**src/rtl/tx_fifo_buffer.sv**
```systemverilog
// Transmit FIFO between the host register interface and the UART shift engine.
// Circular queue with registered read data, occupancy-based status and sticky error flags.
module tx_fifo_buffer #(
    parameter int WIDTH     = 8,
    parameter int DEPTH     = 16,
    parameter int AW        = 4,
    parameter int AFULL_LVL = 12
) (
    input  logic             tClk,
    input  logic             tRst,
    input  logic             tWR,
    input  logic [WIDTH-1:0] tdataIn,
    input  logic             tRD,
    output logic [WIDTH-1:0] tdataOut,
    output logic             tdataValid,
    output logic             tEMPTY,
    output logic             tFULL,
    output logic             tAFULL,
    output logic             ttxrdy,
    output logic [AW:0]      tcount,
    input  logic             tClrErr,
    output logic             tOVF,
    output logic             tUDF
);

    localparam logic [AW:0] DEPTH_CNT = DEPTH[AW:0];
    localparam logic [AW:0] AFULL_CNT = AFULL_LVL[AW:0];

    logic [WIDTH-1:0] r_mem [DEPTH];
    logic [AW-1:0]    r_wr_ptr;
    logic [AW-1:0]    r_rd_ptr;
    logic [AW:0]      r_count;
    logic [WIDTH-1:0] r_data_out;
    logic             r_data_valid;
    logic             r_ovf;
    logic             r_udf;

    logic w_empty;
    logic w_full;
    logic w_rd_ok;
    logic w_wr_ok;

    assign w_empty = (r_count == '0);
    assign w_full  = (r_count == DEPTH_CNT);
    assign w_rd_ok = tRD & ~w_empty;
    // A read frees the head slot in the same cycle, so a full FIFO still takes a paired write.
    assign w_wr_ok = tWR & (~w_full | w_rd_ok);

    // NOTE: storage has no reset; stale contents are unreachable once the pointers are zeroed.
    always_ff @(posedge tClk) begin
        if (w_wr_ok && !tRst) begin
            r_mem[r_wr_ptr] <= tdataIn;
        end
    end

    // NOTE: all state uses non-blocking assignments so every register samples pre-edge values.
    always_ff @(posedge tClk) begin
        if (tRst) begin
            r_wr_ptr     <= '0;
            r_rd_ptr     <= '0;
            r_count      <= '0;
            r_data_out   <= '0;
            r_data_valid <= 1'b0;
            r_ovf        <= 1'b0;
            r_udf        <= 1'b0;
        end else begin
            r_data_valid <= w_rd_ok;
            if (w_wr_ok) begin
                r_wr_ptr <= r_wr_ptr + 1'b1;
            end
            if (w_rd_ok) begin
                r_rd_ptr   <= r_rd_ptr + 1'b1;
                r_data_out <= r_mem[r_rd_ptr];
            end
            case ({w_wr_ok, w_rd_ok})
                2'b10:   r_count <= r_count + 1'b1;
                2'b01:   r_count <= r_count - 1'b1;
                default: r_count <= r_count;
            endcase
            // A fresh error event outranks a coincident clear.
            if (tWR && !w_wr_ok) begin
                r_ovf <= 1'b1;
            end else if (tClrErr) begin
                r_ovf <= 1'b0;
            end
            if (tRD && !w_rd_ok) begin
                r_udf <= 1'b1;
            end else if (tClrErr) begin
                r_udf <= 1'b0;
            end
        end
    end

    assign tdataOut   = r_data_out;
    assign tdataValid = r_data_valid;
    assign tcount     = r_count;
    assign tEMPTY     = w_empty;
    assign tFULL      = w_full;
    assign tAFULL     = (r_count >= AFULL_CNT);
    assign ttxrdy     = ~w_full & ~tRst;
    assign tOVF       = r_ovf;
    assign tUDF       = r_udf;

endmodule

```
**config.mk**
```make
export PLATFORM = sky130hd
export DESIGN_NAME = tx_fifo_buffer
export DESIGN_NICKNAME = d
export VERILOG_FILES = /design/src/rtl/tx_fifo_buffer.sv
export SDC_FILE = /design/constraint.sdc
export NUM_CORES = 1
export LEC_CHECK = 0
export CORE_MARGIN = 1
export CORE_UTILIZATION = 50
export CTS_CLUSTER_DIAMETER = 30
export DETAILED_ROUTE_END_ITERATION = 10
export DONT_BUFFER_PORTS = 1
export GPL_TIMING_DRIVEN = 1
export PLACE_DENSITY = 0.65
export REMOVE_ABC_BUFFERS = 1
export SLEW_MARGIN = 20
export SYNTH_ARGS = -nofsm -noshare
export SYNTH_HDL_FRONTEND = slang
export SYNTH_SLANG_ARGS = --single-unit
```
**constraint.sdc**
```tcl
create_clock -name tClk -period 2.7 [get_ports tClk]
set_input_delay 0.135 -clock tClk [delete_from_list [all_inputs] [get_ports tClk]]
set_output_delay 0.135 -clock tClk [all_outputs]
set_load 0.05 [all_outputs]
```
==> impl_metrics.csv, run 1 <==
group,metric,value,unit
grt,overflow,0,
drt,dr_total_vias,3396,
grt,grt_max_degree,29,
worst_setup_path,cp.arrival,2.78,ns
drt,via_per_inst,5.746,
worst_setup_path,r2r_cells,5,
floorplan,fp.coreArea,12060,µm²
synthesis,synth_seq_area_share,69.54,%
placed_design,dp.cells,548,
worst_setup_path,critical_path_class,"register to register",
clocking,ctsLongestPathBuffers,2,
worst_setup_path,endpoint,"tdataOut[1]",
sta,setup_ws,0.2358,ns
worst_setup_path,rr_endpoint,"tdataOut[1]",
floorplan,initial_core_util,51.56,%
worst_setup_path,max_stage_delay,0.80,ns
placed_design,port_buffers,0,
worst_setup_path,regToRegSetupSlack,0.24,ns
pwr,power_switching,2116,µW
final_layout,fill_cells,907,
worst_setup_path,start_kind,"register",
final_layout,finalNonFillerCells,591,
synthesis,synth_top_area_cell,"edfxtp_1",
floorplan,die_h,113.5,µm
synthesis,syn_inst,385,
synthesis,synth.top_cell.area_share,61.81,%
synthesis,yosysWarnings,0,
placed_design,dp_slack,0.2454,ns
drt,wl_per_cell,22.25,µm
drt,wirelength,13.15,mm
placed_design,gp_congestion,0.8148,
pwr,pwr-share-comb,21.4,%
floorplan,io_pins,33,
final_layout,layout.nets,433,
sta,period_needed,2.464,ns
drt,drtAntennaViolNets,0,
clocking,cts_sinks,152,
sta,setup_viol,0,
pwr,p_int,4745,µW
flow_run,cap_violations,0,
sta,slew_violations,0,
sta,worstMarginPinSlew,0.8102,ns
worst_setup_path,cp-startpoint,"tcount[0]",
final_layout,layout_common_cells,"edfxtp_1, nor2_1, mux2i_1",
grt,antenna_found_initial,0,
worst_setup_path,r2r_start,"tcount[0]",
clocking,cts_buffers,17,
worst_setup_path,crit_chain,"buf_4, or4_1, o21ai_2, nor3_1, a211oi_1",
clocking,clk_pin_slew_worst_paths,0.06,ns
pwr,leakagePower,0.002291,µW
synthesis,synth_cell_types,50,
floorplan,die_area,12890,µm²
grt,grt_pass1_vias,3408,
sta,timing.fmax,405.8,MHz
sta,rsz0062_at_grt,"no",
synthesis,synthFlopType,"edfxtp_1",
pwr,powerDensity,957.8,nW/µm²
final_layout,area_growth,15.19,%
floorplan,rows,40,
floorplan,die_w,113.5,µm
final_layout,drive_above_1_share,17.02,%
synthesis,synthArstFlopShare,0,%
clocking,cts-root-buf,"clkbuf_16",
clocking,clkLatencyLatePin,0.42,ns
sta,hold_viol,0,
synthesis,syn_avg_cell_area,16.15,µm²
synthesis,synth_edf_count,128,
pwr,finalPower,6861,µW
worst_setup_path,cp_max_fo,12,
pwr,seqPwrFrac,43.9,%
synthesis,synth.area.top_cells,"edfxtp_1, dfxtp_1, mux4_2, mux2i_1, nor2_1",
sta,finalCritPeriodShare,91.27,%
worst_setup_path,cp.required,3.02,ns
pwr,ir_worst_vdd,0.0005353,V
outcome,status,"finished clean",
final_layout,final_common_cell,"edfxtp_1",
clocking,cts_max_level,4,
grt,globalRouteTotalUtil,22.28,%
pwr,switching_share,30.84,%
worst_setup_path,critPathSlowestCell,"or4_1",
sta,finalClockSkew,0.008084,ns
final_layout,final_util,59.39,%
placed_design,place_hpwl,8.475,mm
worst_hold_path,worst_hold_path_type,"primary input to register",
drt,dr.pass1.iters,5,
drt,drc,0,
drt,drt_iter0_markers,275,
clocking,cts_tree,"built",
grt,grt_pass1_wl,20.29,mm
synthesis,synth_seq_cells,152,
pwr,clock_power_share,34.7,%
synthesis,synth_area,6218,µm²
worst_setup_path,end_kind,"register",
sta,slew_headroom,45.78,%
final_layout,antenna_cells,0,
-- Yosys cell counts, types with 2 or more instances --
| library cell | number |
|---|---|
| or3_1 | 5 |
| xor2_1 | 3 |
| dfxtp_1 | 24 |
| o211ai_1 | 2 |
| inv_1 | 7 |
| o22ai_1 | 16 |
| buf_1 | 4 |
| a211oi_1 | 4 |
| edfxtp_1 | 128 |
| clkbuf_1 | 7 |
| nor2b_1 | 5 |
| mux4_2 | 16 |
| xnor2_1 | 2 |
| a22oi_1 | 8 |
| nand3_1 | 3 |
| a211oi_2 | 4 |
| nor3_1 | 8 |
| buf_2 | 6 |
| nor2_1 | 41 |
| nand2_1 | 11 |
| nand2b_1 | 5 |
| a21oi_1 | 5 |
| mux2_4 | 3 |
| or4_1 | 2 |
| mux2i_1 | 34 |
| ha_1 | 8 |
-- worst max-delay path: cells and delay by family (launching register included) --
family / cells / cell delay [ns]
simple gates: 2 / 1.01
compound gates: 2 / 0.84
flops: 1 / 0.31
buf+inv: 1 / 0.20
-- state kept, by name, summed over array words and instances, names as in the netlist --
register    cells
r_mem         128
tdataOut        8
tcount          5
r_rd_ptr        4
r_wr_ptr        4
tOVF            1
tUDF            1
tdataValid      1
-- metrics by stage --
stage          hold slack [ns]  TNS (ns)  area [µm²]
2_1_floorplan           0.1996   -0.3330        6128
3_3_place_gp            0.2049         0        6457
3_5_place_dp            0.2063         0        6457
4_1_cts                0.01837         0        7168
5_1_grt                0.06856         0        7163
6_report               0.03767         0        7163
-- power by group through the flow --
| stage | Clock (µW) | Combinational (µW) | Sequential (µW) |
|---|---|---|---|
| 2_1_floorplan | 0 | 919 | 3190 |
| 3_3_place_gp | 0 | 1390 | 3050 |
| 3_5_place_dp | 0 | 1410 | 3060 |
| 4_1_cts | 2420 | 1470 | 3010 |
| 5_1_grt | 2510 | 1580 | 3020 |
| 6_report | 2380 | 1470 | 3010 |
-- cell families after synthesis --
kind of cell               Yosys count  synth area share, %
AOI/OAI and AO/OA                   49                6.519
DFF                                152                69.54
and+or+nand+nor                     87                6.660
muxes                               56                12.72
buffers and inverters               27                1.932
adders and majority gates            9                1.932
xor gates and xnor gates             5               0.7044
-- what timing repair did --
item	4_1_cts	5_1_grt
hold buffers	12	0
gates resized for setup	0	0
buffers inserted	0	0
endpoints found under the hold margin	152	0
-- how the worst min path moves through the flow --
stage / start / end / slack, ns / depth (start not counted)
after floorplan: tRst / tdataOut[0] / 0.20 / 1
after global placement: tRst / tdataOut[4] / 0.20 / 1
after detailed placement: tRst / tdataOut[4] / 0.21 / 1
after CTS: tRD / tcount[4] / 0.02 / 3
after global routing: tWR / r_wr_ptr[1] / 0.07 / 3
final: tRD / tcount[4] / 0.04 / 3
-- final cells by class --
| type | instances | area [µm²] | area share (%) |
|---|---|---|---|
| timing repair buffer | 26 | 232.7 | 3.249 |
| inverter | 8 | 30.03 | 0.4192 |
| clock buffer | 19 | 432.9 | 6.044 |
| clock inverter | 12 | 157.7 | 2.201 |
| multi-input combinational | 206 | 1774 | 24.77 |
| sequential | 152 | 4325 | 60.38 |
| tap | 168 | 210.2 | 2.935 |
-- routing by layer --
metal / GRT usage [%] / vias up / share of wire [%]
met4: 8.947 / 0 / 2.3
met5: 0 / - / 0
met1: 29.66 / 1726 / 44
met3: 5.048 / 21 / 4.9
met2: 35.77 / 105 / 49
li1: - / 1544 / -
Note: power is estimated with default switching activity, not from simulation.
==> run 2: changes to the inputs <==
- ABC_AREA: unset -> 1
==> run 2 against run 1 <==
Compared with the run above:
- global-route usage is 0.094 points higher
- synthesized cell count is 76% higher
- cell area is 6.0% higher
- largest power group unchanged
- critical path type unchanged
- non-clock buffer count is 7 higher
- sequential cell count stayed put
- register-to-register slack better by 0.57 ns
- clock power is 5% lower
==> impl_metrics.csv, run 2 <==
group,metric,value,unit
outcome,status,"finished clean",
sta,hold_viol,0,
synthesis,synth_top_family_by_area,"simple AND/OR/NAND/NOR gates",
clocking,ctsResizeCount,0,
sta,finalCritPeriodShare,70.18,%
sta,period_needed,1.895,ns
drt,wirelength,14.35,mm
grt,antenna_found_initial,0,
synthesis,syn_avg_cell_area,9.917,µm²
synthesis,synthMostInstantiatedCell,"nand2_1",
grt,grt_pass1_wl,22.98,mm
synthesis,synthFlopType,"edfxtp_1",
pwr,leakagePower,0.003186,µW
drt,via_per_inst,5.062,
placed_design,gp_congestion,0.8255,
clocking,cts_buffers,17,
final_layout,drive_above_1_share,8.964,%
synthesis,synth_mux_area_share,0,%
sta,worstMarginPinSlew,0.7855,ns
clocking,clkLatencyLatePin,0.42,ns
worst_setup_path,critical_path_class,"register to register",
floorplan,rows,42,
sta,rsz0062_at_grt,"no",
grt,grt_pass1_vias,4275,
synthesis,syn_inst,678,
worst_setup_path,cp.required,3.01,ns
clocking,ctsLongestPathBuffers,2,
synthesis,synth-xor-area-share,0.3908,%
sta,slew_headroom,47.44,%
pwr,ir_worst_vdd,0.0004880,V
floorplan,die_w,118.0,µm
synthesis,synth.top_cell.area_share,57.16,%
floorplan,fp.coreArea,13190,µm²
drt,drc,0,
synthesis,synth.area.top_cells,"edfxtp_1, nand2_1, nand3_1, dfxtp_1, inv_1",
sta,timing.fmax,527.7,MHz
pwr,powerDensity,879.1,nW/µm²
floorplan,initial_core_util,50.98,%
floorplan,io_pins,33,
drt,wl_per_cell,16.13,µm
final_layout,largest-register,"r_mem",
clocking,cts-root-buf,"clkbuf_16",
final_layout,layout.nets,723,
placed_design,place_hpwl,8.942,mm
final_layout,area_growth,12.97,%
final_layout,largest_reg_flops,128,
sta,setup_ws,0.8051,ns
final_layout,antenna_cells,0,
sta,hold_ws,0.07794,ns
synthesis,synth_edf_count,128,
clocking,cts_tree,"built",
drt,dr.pass1.iters,5,
placed_design,port_buffers,0,
drt,dr_total_vias,4505,
synthesis,synth_seq_area_share,64.31,%
clocking,cts_sinks,152,
clocking,clk_pin_slew_worst_paths,0.06,ns
drt,drtAntennaViolNets,0,
synthesis,synth_compound_area_share,2.493,%
synthesis,synth_area,6724,µm²
grt,grt_max_degree,67,
synthesis,synth_fa_ha_area_share,1.786,%
synthesis,synthArstFlopShare,0,%
synthesis,synth_seq_cells,152,
worst_hold_path,worst_hold_path_type,"primary input to register",
final_layout,final_util,57.59,%
worst_setup_path,cp_max_fo,7,
clocking,cts_max_level,4,
final_layout,final_common_cell,"nand2_1",
grt,globalRouteTotalUtil,22.37,%
sta,setup_viol,0,
synthesis,synth_top_area_cell,"edfxtp_1",
synthesis,synthTopCellsByCount,"nand2_1, edfxtp_1, nand3_1",
final_layout,layout_common_cells,"nand2_1, edfxtp_1, nand3_1",
final_layout,fill_cells,1126,
drt,drt_iter0_markers,400,
worst_setup_path,cp.arrival,2.21,ns
worst_setup_path,end_kind,"register",
worst_setup_path,start_kind,"register",
synthesis,yosysWarnings,0,
synthesis,synth_cell_types,28,
floorplan,die_h,118.0,µm
grt,overflow,0,
placed_design,dp_slack,0.7705,ns
floorplan,die_area,13920,µm²
sta,finalClockSkew,0.009611,ns
synthesis,synth-simple-area-share,22.66,%
sta,slew_violations,0,
flow_run,cap_violations,0,
[run 2: through the flow]
stage	TNS, ns	instances	cell area (µm²)	power [µW]
finish	0	890	7596	6677
global route	0	890	7596	7023
CTS	0	890	7596	6719
detailed placement	0	845	6903	4430
global placement	0	845	6903	4411
floorplan	-0.2078	649	6519	4024
[run 2: repair_timing]
action,in CTS,in global routing
hold endpoints to repair,145,0
hold buffers,13,0
setup endpoints to repair,0,0
setup buffers,0,0
[run 2: per-layer routing]
layer / part of all wire [%] / up-vias / GRT usage (%)
met5: 0 / - / 0
met4: 1.5 / 0 / 8.413
met3: 4.7 / 17 / 4.748
met2: 48 / 114 / 35.15
met1: 46 / 2121 / 30.61
li1: - / 2253 / -
[run 2: path summary, 6_finish.rpt]
| path | from | depth (start not counted) | slack (ns) | endpoint |
|---|---|---|---|---|
| min reg2reg | r_wr_ptr[3] | 2 | 0.52 | r_wr_ptr[3] |
| max reg2reg | tcount[0] | 13 | 0.81 | tcount[4] |
| max | tcount[0] | 13 | 0.81 | tcount[4] |
| min | tWR | 4 | 0.08 | r_wr_ptr[3] |
[run 2: kinds of logic after synthesis]
| group | count (synthesis) |
|---|---|
| AOI/OAI and AO/OA | 30 |
| xor gates and xnor gates | 3 |
| adders and majority gates | 9 |
| buffers and inverters | 124 |
| DFF | 152 |
| and+or+nand+nor | 360 |
[run 2: final cells by class]
class | instances | area (µm²) | area share [%]
Sequential cell | 152 | 4325 | 56.94
Multi-Input combinational cell | 402 | 1838 | 24.20
Clock buffer | 25 | 496.7 | 6.539
Inverter | 95 | 356.6 | 4.694
Timing Repair Buffer | 33 | 292.8 | 3.854
Tap cell | 176 | 220.2 | 2.899
Clock inverter | 7 | 66.31 | 0.8730
[run 2: critical path, cell delays in order (launching register included)]
cell,delay (ns)
dfxtp_1,0.33
nor2_4,0.14
nand3_2,0.11
nand2_4,0.12
inv_2,0.05
nand2_2,0.08
inv_1,0.09
ha_1,0.32
a21oi_1,0.20
nand3_1,0.09
nand2_1,0.09
nand3_1,0.07
nand2_1,0.06
nor2_1,0.04
[run 2: power breakdown]
part           switching [µW]  total [µW]  internal, µW
logic                    1070        1530           458
clock network             879        2250          1370
registers                 245        2900          2650
==> run 3: changes to the inputs <==
- PLACE_DENSITY: 0.65 -> 0.68
- clock period: 2.7 -> 1.5 ns (I/O delays scaled with it)
==> run 3 against run 2 <==
Compared with the run above:
- the run now ends with negative setup slack left
- first-iteration DRC count rose by 13%
- via count rose by 9.5%
- worst hold slack barely moved
- core utilization rose by 6.2 points
- cell area rose by 11%
- total power rose by 96%
- clock skew fell by 0.0028 ns
- highest routed layer unchanged
==> impl_metrics.csv, run 3 (synthesis results as in run 2) <==
group,metric,value,unit
pwr,leakagePower,0.003463,µW
floorplan,fp.coreArea,13190,µm²
floorplan,die_h,118.0,µm
grt,use_met3,5.233,%
sta,finalClockSkew,0.006771,ns
pwr,ir_worst_vdd,0.0009081,V
clocking,clk_pin_slew_worst_paths,0.06,ns
drt,dr_total_vias,4935,
sta,timing.fmax,568.2,MHz
pwr,powerDensity,1553,nW/µm²
worst_hold_path,min_path_cells,4,
drt,via_per_inst,5.272,
floorplan,die_w,118.0,µm
final_layout,antenna_cells,0,
drt,wirelength,15.73,mm
clocking,cts-root-buf,"clkbuf_16",
placed_design,place_hpwl,9.760,mm
floorplan,die_area,13920,µm²
clocking,ctsLongestPathBuffers,2,
drt,drtAntennaViolNets,0,
grt,met2_usage,37.17,%
grt,antenna_found_initial,0,
placed_design,dp_slack,-0.3065,ns
placed_design,port_buffers,0,
grt,grt_pass1_wl,24.98,mm
clocking,cts_sinks,152,
grt,globalRouteTotalUtil,23.98,%
final_layout,drive_above_1_share,20.00,%
final_layout,fill_cells,999,
worst_setup_path,r2r_cells,10,
worst_setup_path,cp.required,1.63,ns
sta,rsz0062_at_grt,"yes",
placed_design,gp_congestion,0.8461,
worst_setup_path,start_kind,"register",
drt,drt_iter0_markers,453,
clocking,clkLatencyLatePin,0.42,ns
outcome,status,"finished, violations left",
clocking,cts_buffers,17,
final_layout,layout_common_cells,"nand2_1, edfxtp_1, nand3_1",
floorplan,io_pins,33,
drt,dr.pass1.iters,5,
grt,grt_pass1_vias,4778,
sta,slew_violations,0,
grt,busiest_layer,"met2",
sta,setup_ws,-0.2599,ns
sta,hold_viol,0,
grt,grtUsageMet1,32.85,%
worst_setup_path,regToRegSetupSlack,-0.26,ns
worst_setup_path,critical_path_class,"register to register",
floorplan,initial_core_util,50.98,%
sta,period_needed,1.760,ns
clocking,cts_tree,"built",
worst_setup_path,end_kind,"register",
sta,setup_tns,-31.87,ns
grt,grt_max_degree,44,
drt,wl_per_cell,16.81,µm
floorplan,rows,42,
sta,hold_ws,0.07831,ns
final_layout,layout.nets,769,
grt,overflow,0,
sta,worstMarginPinSlew,0.7153,ns
clocking,cts_max_level,4,
placed_design,dp.cells,884,
sta,slew_headroom,52.15,%
flow_run,cap_violations,0,
final_layout,seq_area,4332,µm²
drt,drc,0,
sta,finalCritPeriodShare,117.3,%
worst_setup_path,cp_max_fo,8,
final_layout,finalNonFillerCells,936,
sta,setup_viol,134,
final_layout,final_common_cell,"nand2_1",
outcome,violations,"negative setup slack",
worst_setup_path,cp.arrival,1.89,ns
final_layout,largest-register,"r_mem",
worst_hold_path,worst_hold_path_type,"primary input to register",
final_layout,multi_input_area,2123,µm²
final_layout,largest_reg_flops,128,
final_layout,area_growth,25.08,%
## run 3: cell types whose count changed in the layout (fill, tap and decap cells not counted), moves of 4 or more
cell / delta
nor2_1: -17
buf_4: +16
nand2_8: +4
dfxtp_2: +5
buf_8: +5
nand2_1: -6
nor2_4: +17
buf_12: +5
buf_6: +20
dfxtp_1: -5
## run 3: metal layers
layer	share of wire, %	routed length, µm	up-vias
met5	0	0	-
met4	2.3	367	0
met3	7.1	1113	28
met2	48	7628	199
met1	42	6623	2367
li1	-	-	2341
## run 3: metrics by stage
| step | total power [µW] | area (µm²) | util, % |
|---|---|---|---|
| floorplan | 7243 | 6519 | - |
| global placement | 8366 | 7246 | 54.93 |
| detailed placement | 8454 | 7246 | 54.93 |
| CTS | 12840 | 8254 | 62.58 |
| global route | 13630 | 8411 | 63.76 |
| finish | 13060 | 8411 | 63.76 |
## run 3: critical path, stage by stage (launching register included)
cell and delay (ns):
dfxtp_2 0.36, nor2_4 0.06, buf_4 0.13, buf_6 0.12, nand2_4 0.07, nor2_4 0.04, a21oi_4 0.15, buf_12 0.17
nand2_8 0.09, nor2_4 0.11, buf_6 0.17
## run 3: where the power goes
part | total (µW) | switching [µW] | internal (µW)
Sequential | 4950 | 165 | 4780
Combinational | 4090 | 2620 | 1470
Clock | 4020 | 1630 | 2380
## run 3: layout make-up
class                           instances  area share [%]
Clock buffer                           23           5.564
Clock inverter                          9           1.101
Inverter                               95           4.299
Multi-Input combinational cell        402           25.25
Sequential cell                       152           51.50
Tap cell                              176           2.618
Timing Repair Buffer                   79           9.670
## run 3: worst paths after layout
check             from            to
max          tcount[3]  r_mem[13][6]
min reg2reg       tUDF          tUDF
min               tRst     tcount[1]
max reg2reg  tcount[3]  r_mem[13][6]
## run 3: repair_timing
item	CTS	global route
endpoints found under the setup margin	133	140
setup buffers	4	3
pin swaps	15	4
gates resized for setup	67	36
hold buffers	13	0
endpoints found under the hold margin	145	0
